===== config.mk =====
export PLATFORM = sky130hd
export DESIGN_NAME = gcd_job_arbiter
export DESIGN_NICKNAME = d
export VERILOG_FILES = /design/src/rtl/gcd_arb_pkg.sv /design/src/rtl/rr_arbiter.sv /design/src/rtl/gcd_job_arbiter.sv
export SDC_FILE = /design/constraint.sdc
export NUM_CORES = 1
export LEC_CHECK = 0
export ABC_AREA = 1
export CAP_MARGIN = 25
export CORE_ASPECT_RATIO = 0.6
export CORE_MARGIN = 1.5
export CORE_UTILIZATION = 30
export DETAILED_ROUTE_END_ITERATION = 8
export SYNTH_ARGS = -nofsm -noshare
export SYNTH_HDL_FRONTEND = slang
export SYNTH_SLANG_ARGS = --single-unit

===== constraint.sdc =====
create_clock -name clk -period 5.5 [get_ports clk]
set_input_delay 1.375 -clock clk [delete_from_list [all_inputs] [get_ports clk]]
set_output_delay 1.375 -clock clk [all_outputs]
set_load 0.02 [all_outputs]

===== src/rtl/gcd_arb_pkg.sv =====
`default_nettype none
// ============================================================================
//  Module      : gcd_arb_pkg
//  Description : Shared types and defaults for the GCD job arbiter:
//                FSM state encoding and default widths/limits.
//  Revision    : 1.0  initial release
// ============================================================================
package gcd_arb_pkg;

    // 3-bit state encoding, IDLE=0 ... RESP=5
    typedef enum logic [2:0] {
        ST_IDLE   = 3'd0,
        ST_CLR    = 3'd1,
        ST_LOAD_A = 3'd2,
        ST_LOAD_B = 3'd3,
        ST_RUN    = 3'd4,
        ST_RESP   = 3'd5
    } arb_state_e;

    localparam int DEFAULT_NREQ    = 4;
    localparam int DEFAULT_W       = 16;
    localparam int DEFAULT_TIMEOUT = 1024;

endpackage : gcd_arb_pkg
`default_nettype wire


===== src/rtl/rr_arbiter.sv =====
`default_nettype none
// ============================================================================
//  Module      : rr_arbiter
//  Description : Combinational round-robin pick. Searches last+1 .. last+NREQ
//                (mod NREQ) and returns the first requesting index.
//  Ports       : req_i   - request vector
//                last_i  - index granted most recently
//                grant_o - one-hot grant (all zero when nothing requests)
//                idx_o   - granted index
//                any_o   - at least one request present
//  Revision    : 1.0  initial release
// ============================================================================
module rr_arbiter #(
    parameter int NREQ = 4,
    parameter int IDW  = $clog2(NREQ)
) (
    input  logic [NREQ-1:0] req_i,
    input  logic [IDW-1:0]  last_i,
    output logic [NREQ-1:0] grant_o,
    output logic [IDW-1:0]  idx_o,
    output logic            any_o
);

    always_comb begin
        int          cand;
        logic [IDW-1:0] cand_idx;
        grant_o  = '0;
        idx_o    = '0;
        any_o    = 1'b0;
        cand     = 0;
        cand_idx = '0;
        // k=1 is the requester right after the last grant; k=NREQ is the
        // last grantee itself, so it only wins when nobody else requests.
        for (int k = 1; k <= NREQ; k++) begin
            cand     = (int'(last_i) + k) % NREQ;
            cand_idx = IDW'(cand);
            if (!any_o && req_i[cand_idx]) begin
                any_o             = 1'b1;
                idx_o             = cand_idx;
                grant_o[cand_idx] = 1'b1;
            end
        end
    end

endmodule : rr_arbiter
`default_nettype wire


===== src/rtl/gcd_job_arbiter.sv =====
`default_nettype none
// ============================================================================
//  Module      : gcd_job_arbiter
//  Description : Shares one GCD engine between NREQ requesters. Grants jobs
//                round-robin, sequences the engine (clear, load A, load B,
//                run), bounds the run time, and returns the result with the
//                requester ID. Jobs with a zero operand bypass the engine.
//  Ports       : clk, rst          - clock, synchronous active-high reset
//                req_valid/a/b     - per-requester job request and operands
//                req_ready         - one-cycle one-hot accept pulse
//                rsp_valid/id/gcd/err, rsp_ready - response handshake
//                eng_clr/start/din - engine control and data
//                eng_done/result   - engine completion and result
//                busy              - arbiter not in IDLE
//  Revision    : 1.0  initial release
// ============================================================================
module gcd_job_arbiter
    import gcd_arb_pkg::*;
#(
    parameter int NREQ    = DEFAULT_NREQ,
    parameter int W       = DEFAULT_W,
    parameter int TIMEOUT = DEFAULT_TIMEOUT,
    parameter int IDW     = $clog2(NREQ)
) (
    input  logic              clk,
    input  logic              rst,
    input  logic [NREQ-1:0]   req_valid,
    input  logic [NREQ*W-1:0] req_a,
    input  logic [NREQ*W-1:0] req_b,
    output logic [NREQ-1:0]   req_ready,
    output logic              rsp_valid,
    output logic [IDW-1:0]    rsp_id,
    output logic [W-1:0]      rsp_gcd,
    output logic              rsp_err,
    input  logic              rsp_ready,
    output logic              eng_clr,
    output logic              eng_start,
    output logic [W-1:0]      eng_din,
    input  logic              eng_done,
    input  logic [W-1:0]      eng_result,
    output logic              busy
);

    // One extra bit so the timer can reach TIMEOUT-1 for any TIMEOUT.
    localparam int            TW   = $clog2(TIMEOUT) + 1;
    localparam logic [TW-1:0] TMAX = TW'(TIMEOUT - 1);

    arb_state_e      state_q, state_d;
    logic [IDW-1:0]  last_q,  last_d;
    logic [IDW-1:0]  id_q,    id_d;
    logic [W-1:0]    a_q,     a_d;
    logic [W-1:0]    b_q,     b_d;
    logic [W-1:0]    gcd_q,   gcd_d;
    logic            err_q,   err_d;
    logic [TW-1:0]   timer_q, timer_d;

    logic [NREQ-1:0] w_grant;
    logic [IDW-1:0]  w_idx;
    logic            w_any;
    logic [W-1:0]    w_op_a;
    logic [W-1:0]    w_op_b;

    rr_arbiter #(
        .NREQ (NREQ),
        .IDW  (IDW)
    ) u_rr (
        .req_i   (req_valid),
        .last_i  (last_q),
        .grant_o (w_grant),
        .idx_o   (w_idx),
        .any_o   (w_any)
    );

    assign w_op_a = req_a[w_idx*W +: W];
    assign w_op_b = req_b[w_idx*W +: W];

    always_ff @(posedge clk) begin
        if (rst) begin
            state_q <= ST_IDLE;
            last_q  <= IDW'(NREQ - 1);
            id_q    <= '0;
            a_q     <= '0;
            b_q     <= '0;
            gcd_q   <= '0;
            err_q   <= 1'b0;
            timer_q <= '0;
        end else begin
            state_q <= state_d;
            last_q  <= last_d;
            id_q    <= id_d;
            a_q     <= a_d;
            b_q     <= b_d;
            gcd_q   <= gcd_d;
            err_q   <= err_d;
            timer_q <= timer_d;
        end
    end

    always_comb begin
        state_d   = state_q;
        last_d    = last_q;
        id_d      = id_q;
        a_d       = a_q;
        b_d       = b_q;
        gcd_d     = gcd_q;
        err_d     = err_q;
        timer_d   = timer_q;
        req_ready = '0;
        eng_clr   = 1'b0;
        eng_start = 1'b0;
        eng_din   = '0;

        case (state_q)
            ST_IDLE: begin
                if (w_any) begin
                    req_ready = w_grant;
                    a_d       = w_op_a;
                    b_d       = w_op_b;
                    id_d      = w_idx;
                    last_d    = w_idx;
                    // A subtractive engine would never finish on a zero
                    // operand; gcd(x,0)=x and gcd(0,0) is reported as 0.
                    if ((w_op_a == '0) || (w_op_b == '0)) begin
                        gcd_d   = w_op_a | w_op_b;
                        err_d   = 1'b0;
                        state_d = ST_RESP;
                    end else begin
                        state_d = ST_CLR;
                    end
                end
            end
            ST_CLR: begin
                eng_clr = 1'b1;
                state_d = ST_LOAD_A;
            end
            ST_LOAD_A: begin
                eng_start = 1'b1;
                eng_din   = a_q;
                state_d   = ST_LOAD_B;
            end
            ST_LOAD_B: begin
                eng_din = b_q;
                timer_d = '0;
                state_d = ST_RUN;
            end
            ST_RUN: begin
                // eng_done is only trusted here; a level left over from the
                // previous job is cleared by the engine during CLR.
                if (eng_done) begin
                    gcd_d   = eng_result;
                    err_d   = 1'b0;
                    state_d = ST_RESP;
                end else if (timer_q == TMAX) begin
                    gcd_d   = '0;
                    err_d   = 1'b1;
                    state_d = ST_RESP;
                end else begin
                    timer_d = timer_q + 1'b1;
                end
            end
            ST_RESP: begin
                if (rsp_ready) begin
                    state_d = ST_IDLE;
                end
            end
            default: begin
                state_d = ST_IDLE;
            end
        endcase
    end

    assign rsp_valid = (state_q == ST_RESP);
    assign rsp_id    = id_q;
    assign rsp_gcd   = gcd_q;
    assign rsp_err   = err_q;
    assign busy      = (state_q != ST_IDLE);

endmodule : gcd_job_arbiter
`default_nettype wire


==> flow_summary.toml, run 1 <==
[finish]
multiInputGateArea_sq_um = 3020
diodes = 0
fin_area_sq_um = 8010
ff_latch_area_sq_um = 1340
drive_above_1_share_pct = 4.36
area_growth_pct = 43.9
nNetsFinal = 1304
fillers = 1906

[critical_path]
critPathCaptureType = "output pin"
criticalPathCategory = "input port to output pin"
crit_required_ns = 4.12
start_kind = "input port"
critical_path.max_fanout = 5
arrival_ns = 3.64

[synth]
syn-cell-area_sq_um = 5560
seq_area_frac_synth_pct = 24.1
synth_warnings = 0
syn_area_per_cell_sq_um = 5.69
ys_types = 35
ys_ff_latch = 67
synth.net_count = 1138
postSynthCellCount = 977

[place]
detailed_place_hpwl_microns = 16300
placed_area_sq_um = 7700
dpl_worst_slack_ns = 0.514
gp_congestion = 0.890
portBuffers = 194

[global_routing]
grt_pass1_wl_microns = 32700
antenna_found_initial = 0
grt_usage_pct = 22.0
grt_max_degree = 65
grt_pass1_vias = 6058
grt_overflow = 0

[power_and_ir_drop]
p_leak_uw = 0.00410
power-per-cell-area_nw_per_um2 = 716
ir_worst_vdd_v = 0.000407

[timing]
fin_ws_ns = 0.488
max_freq_mhz = 200
slew_headroom_pct = 52.5
hold_viol = 0
rsz0062_at_grt = "no"
final-max-slew-violation-count = 0
fin_crit_sh_pct = 91.1
setup_viol = 0
tightest_slew_ns = 0.708
fin_skew_ns = 0.00821
period_needed_ns = 5.01
setup_tns_ns = 0

[detailed_routing]
drt_iter0_drc = 526
first_pass_iters = 5
vias_per_cell = 4.74
drc = 0
wl_per_cell_microns = 15.2
routed_wl_microns = 21100
detail-route-antenna-nets = 0
via_count = 6578

[job]
drv_cap = 0

[floorplan]
die_h_microns = 108
num_rows = 38
ios = 195
core_region_area_sq_um = 18100
initial_core_util_pct = 30.7
dieArea_sq_um = 19400
die_w_microns = 179

[hold_path]
hp-class = "flip-flop to flip-flop"

[cts]
clk_pin_slew_ns = 0.06
cts_tree = "yes"
clk_latency_ns = 0.34
clockBufferDepth = 2
numClockSinks = 67
numCtsBuffers = 9
ctsResizeCount = 0
root_buffer = "clkbuf_16"
cts_hold_buf = 0
cts_setup_buffers = 0
htreeDepth = 3

[outcome]
outcome = "finished clean"
## cell usage after synthesis
cell / instances / share of area (%)
a21oi_2: 1 / 0.16
xor2_1: 1 / 0.16
a21boi_0: 1 / 0.14
clkinv_1: 2 / 0.14
buf_6: 1 / 0.20
o21ai_2: 1 / 0.16
nand2_2: 5 / 0.56
and3_1: 1 / 0.11
o211ai_1: 33 / 4.5
a211oi_1: 1 / 0.14
nand3_2: 1 / 0.18
o21ai_1: 15 / 1.3
buf_4: 7 / 0.94
nand3_1: 63 / 5.7
a31oi_1: 7 / 0.79
inv_1: 247 / 17
dfxtp_1: 67 / 24
buf_2: 15 / 1.3
nand2_1: 249 / 17
a221oi_1: 4 / 0.63
a21oi_1: 30 / 2.7
o21ai_0: 16 / 1.4
clkbuf_1: 29 / 2.0
ha_1: 9 / 2.0
o21a_1: 2 / 0.27
nor3_1: 8 / 0.72
nor2_1: 67 / 4.5
a22o_1: 15 / 2.4
inv_4: 1 / 0.11
nor2_4: 1 / 0.20
nand4_1: 67 / 7.5
nor4_1: 1 / 0.11
nand3_4: 3 / 0.94
buf_1: 2 / 0.14
inv_2: 4 / 0.27
## cell type report
class / count / area share (%)
Clock buffer: 9 / 2.81
Clock inverter: 7 / 0.938
Inverter: 254 / 11.9
Multi-Input combinational cell: 602 / 37.7
Sequential cell: 67 / 16.8
Tap cell: 240 / 3.75
Timing Repair Buffer: 209 / 26.1
## cell families after synthesis
| group | after synthesis | share of synthesized area, % |
|---|---|---|
| AOI/OAI and AO/OA | 126 | 14.6 |
| xor gates and xnor gates | 1 | 0.157 |
| adders and majority gates | 9 | 2.02 |
| buffers and inverters | 308 | 21.8 |
| DFF | 67 | 24.1 |
| and+or+nand+nor | 466 | 37.4 |
## where the power goes
| part | leakage (uW) | internal, uW | switching (uW) | total (uW) |
|---|---|---|---|---|
| Clock | 0.000138 | 353 | 233 | 586 |
| Combinational | 0.00341 | 1410 | 2980 | 4390 |
| Sequential | 0.000550 | 649 | 103 | 752 |
| Total | 0.00410 | 2410 | 3320 | 5730 |
## layer usage
| layer | wire length (microns) | part of all wire (%) | vias to the layer above | GRT usage, % |
|---|---|---|---|---|
| met1 | 10900 | 52 | 2919 | 33.7 |
| li1 | - | - | 3389 | - |
| met2 | 8080 | 38 | 256 | 30.7 |
| met3 | 1910 | 9.1 | 14 | 4.96 |
| met5 | 0 | 0 | - | 0 |
| met4 | 186 | 0.88 | 0 | 3.99 |
## registers in the layout (all words and copies together) (netlist names)
signal,flops
rsp_gcd,16
a_q,16
b_q,16
rsp_id,2
rsp_err,1
state_q,3
last_q,2
timer_q,11
## cells in the final DEF (no fill, tap or decap), types with 15 or more instances in the layout
| cell type | Yosys | routed |
|---|---|---|
| dfxtp_1 | 67 | 67 |
| nor2_1 | 67 | 67 |
| o21ai_1 | 15 | 15 |
| a22o_1 | 15 | 15 |
| o21ai_0 | 16 | 16 |
| nand2_1 | 249 | 249 |
| nand3_1 | 63 | 63 |
| o211ai_1 | 33 | 33 |
| inv_1 | 247 | 247 |
| nand4_1 | 67 | 67 |
| clkdlybuf4s50_1 | 0 | 194 |
| a21oi_1 | 30 | 30 |
## stage by stage
step / power [uW] / util (%) / hold slack (ns) / instances
2_1_floorplan: 3670 / - / 0.421 / 977
3_3_place_gp: 5060 / 42.4 / 0.434 / 1371
3_5_place_dp: 5120 / 42.5 / 0.437 / 1372
4_1_cts: 5730 / 44.2 / 0.445 / 1388
5_1_grt: 6300 / 44.2 / 0.495 / 1388
6_report: 5730 / 44.2 / 0.440 / 1388
## worst max-delay path, stage by stage
cell	delay, ns
clkdlybuf4s50_1	0.51
nand2_1	0.11
nand2_1	0.11
nand2_1	0.07
nand2_1	0.16
nor2_4	0.07
nand2_1	0.08
inv_1	0.08
a221oi_1	0.27
o21ai_0	0.13
nand2_1	0.07
inv_1	0.04
clkdlybuf4s50_1	0.55
## final timing paths
check	start	to	slack [ns]	cells after the start
setup / recovery	req_valid[3]	req_ready[3]	0.49	13
hold / removal	timer_q[4]$_SDFFE_PP0P_	timer_q[4]$_SDFFE_PP0P_	0.44	2
setup reg to reg	last_q[0]$_SDFFE_PP1P_	rsp_gcd[10]$_SDFFE_PP0P_	1.30	23
hold reg to reg	timer_q[4]$_SDFFE_PP0P_	timer_q[4]$_SDFFE_PP0P_	0.44	2
Note: power is estimated with default switching activity, not from simulation.
==> run 2: changes to the inputs <==
--- a/config.mk
+++ b/config.mk
@@ -9,8 +9,9 @@
 export CAP_MARGIN = 25
 export CORE_ASPECT_RATIO = 0.6
 export CORE_MARGIN = 1.5
-export CORE_UTILIZATION = 30
+export CORE_UTILIZATION = 50
 export DETAILED_ROUTE_END_ITERATION = 8
+export PLACE_DENSITY = 0.88
 export SYNTH_ARGS = -nofsm -noshare
 export SYNTH_HDL_FRONTEND = slang
 export SYNTH_SLANG_ARGS = --single-unit
==> run 2 against run 1 <==
Effect of this change:
- register-to-register slack improved by 0.30 ns
- largest cell class unchanged
- die area fell by 39%
- sequential share of layout area rose by 0.15 points
- via count rose by 3.4%
- count of clock-buffer cells in the layout rose by 3
- the flow now finishes with violations (DRC)
- non-clock buffer count rose by 1
- hold slack barely moved
- design area fell by 0.88%
- combinational power fell by 4%
- critical path depth did not move
- routed wire length fell by 9.3%
==> flow_summary.toml, run 2 (synthesis gave the netlist of run 1 again) <==
[detailed_routing]
via_count = 6800
vias_per_cell = 5.28
first_pass_iters = 8
wl_per_cell_microns = 14.8
detail-route-antenna-nets = 0
drc = 15
drt_iter0_drc = 838
routed_wl_microns = 19100

[global_routing]
grt_pass1_wl_microns = 30600
antenna_found_initial = 0
grt_max_degree = 65
grt_usage_pct = 32.4
grt_pass1_vias = 6083
grt_overflow = 0

[critical_path]
critPathBufInv = 4
arrival_ns = 3.60
criticalPathCategory = "input port to output pin"
critPathCaptureType = "output pin"
crit_top_cell = "nand2_1"
start_kind = "input port"
crit_chain = "clkdlybuf4s50_1 -> nand2_1 -> nand2_1 -> nand2_1 -> nand2_1 -> nor2_4 -> nand2_1 -> inv_1 -> a221oi_1 -> o21ai_0 -> nand2_1 -> inv_1 -> clkdlybuf4s50_1"
critPathMaxStageDelay_ns = 0.53
cp_top_family = "buffers and inverters"
slowest_stage = "clkdlybuf4s50_1"
critical_path.max_fanout = 5
crit_required_ns = 4.12

[timing]
hold_viol = 0
slew_headroom_pct = 54.6
max_freq_mhz = 201
fin_hold_ws_ns = 0.440
tightest_slew_ns = 0.677
setup_viol = 0
setup_tns_ns = 0
rsz0062_at_grt = "no"
fin_skew_ns = 0.00614
period_needed_ns = 4.98
fin_crit_sh_pct = 90.5
final-max-slew-violation-count = 0

[power_and_ir_drop]
combPwrFrac_pct = 74.5
p_int_uw = 2520
p_switching_uw = 3110
switching_share_pct = 55.3
ir_worst_vdd_v = 0.000564
power-per-cell-area_nw_per_um2 = 710
p_clk_share_pct = 12.2
seq_power_share_pct = 13.3
p_leak_uw = 0.00414

[cts]
clk_pin_slew_ns = 0.05
root_buffer = "clkbuf_16"
ctsResizeCount = 0
clockBufferDepth = 2
numClockSinks = 67
clk_latency_ns = 0.33
htreeDepth = 3
cts_hold_buf = 0
numCtsBuffers = 9
cts_setup_buffers = 0
cts_tree = "yes"

[floorplan]
core_region_area_sq_um = 10700
initial_core_util_pct = 52.0
num_rows = 29
die_h_microns = 84.7
ios = 195
die_w_microns = 139
dieArea_sq_um = 11800

[finish]
diodes = 0
layout.cells.non_filler = 1288
final_cell_mix = "nand2_1 (249), inv_1 (247), clkdlybuf4s50_1 (194)"
nNetsFinal = 1305
finish.utilization_pct = 74.1
layout.cells.most_common = "nand2_1"
area_growth_pct = 42.6
drive_above_1_share_pct = 4.44
fillers = 838

[place]
detailed_place_hpwl_microns = 14300
portBuffers = 194
gp_congestion = 0.962
placed_cells = 1271

[hold_path]
hp-class = "flip-flop to flip-flop"

[outcome]
outcome = "finished, violations left"
violations = "DRC"

[job]
drv_cap = 0
-- run 2: cell count changes in the layout (fill, tap and decap cells not counted) --
cell,delta
buf_16,-1
buf_4,+1
clkinvlp_4,-3
buf_8,+1
bufinv_16,+2
clkbuf_8,+3
inv_6,-2
-- run 2: stage by stage --
step / worst slack (ns) / power [uW] / cell area, sq um
3_3_place_gp: 0.603 / 4750 / 7560
6_report: 0.524 / 5630 / 7940
2_1_floorplan: 0.951 / 3670 / 5560
5_1_grt: 0.334 / 6120 / 7940
3_5_place_dp: 0.549 / 4790 / 7560
4_1_cts: 0.547 / 5530 / 7920
-- run 2: worst paths after layout --
path,start,endpoint,slack [ns],cells past startpoint
worst max register to register,last_q[0]$_SDFFE_PP1P_,rsp_gcd[9]$_SDFFE_PP0P_,1.60,20
worst min-delay path,timer_q[4]$_SDFFE_PP0P_,timer_q[4]$_SDFFE_PP0P_,0.44,2
worst min register to register,timer_q[4]$_SDFFE_PP0P_,timer_q[4]$_SDFFE_PP0P_,0.44,2
worst max-delay path,req_valid[3],req_ready[2],0.52,13
-- run 2: power by group through the flow --
| stage | sequential (uW) | combinational, uW | clock [uW] |
|---|---|---|---|
| 2_1_floorplan | 781 | 2890 | 0 |
| 3_3_place_gp | 751 | 4000 | 0 |
| 3_5_place_dp | 754 | 4030 | 0 |
| 4_1_cts | 746 | 4090 | 696 |
| 5_1_grt | 764 | 4640 | 715 |
| 6_report | 749 | 4200 | 687 |
-- run 2: cell type report --
type                            count  area [sq um]  share of cell area, %
Tap cell                          139           174                   2.19
Sequential cell                    67          1340                   16.9
Clock buffer                       12           267                   3.36
Inverter                          254           956                   12.0
Timing Repair Buffer              210          2080                   26.2
Multi-Input combinational cell    602          3020                   38.1
Clock inverter                      4          95.1                   1.20
-- run 2: tightest hold or removal path: stages, from the launching register on --
cell     delay [ns]
dfxtp_1        0.30
inv_1          0.05
a21oi_1        0.05
-- run 2: per-layer routing --
layer / share of wire [%] / global-route usage [%] / vias up / wire length, microns
li1: - / - / 3392 / -
met1: 45 / 45.4 / 3000 / 8660
met2: 41 / 49.5 / 379 / 7930
met3: 12 / 8.73 / 29 / 2250
met4: 1.5 / 8.03 / 0 / 287
met5: 0 / 0 / - / 0
==> run 3: changes to the inputs <==
--- a/config.mk
+++ b/config.mk
@@ -10,6 +10,7 @@
 export CORE_ASPECT_RATIO = 0.6
 export CORE_MARGIN = 1.5
 export CORE_UTILIZATION = 50
+export CTS_CLUSTER_SIZE = 24
 export DETAILED_ROUTE_END_ITERATION = 8
 export PLACE_DENSITY = 0.88
 export SYNTH_ARGS = -nofsm -noshare
==> results of run 3 <==
The final DEF is identical to that of run 2; final timing and power are the same.
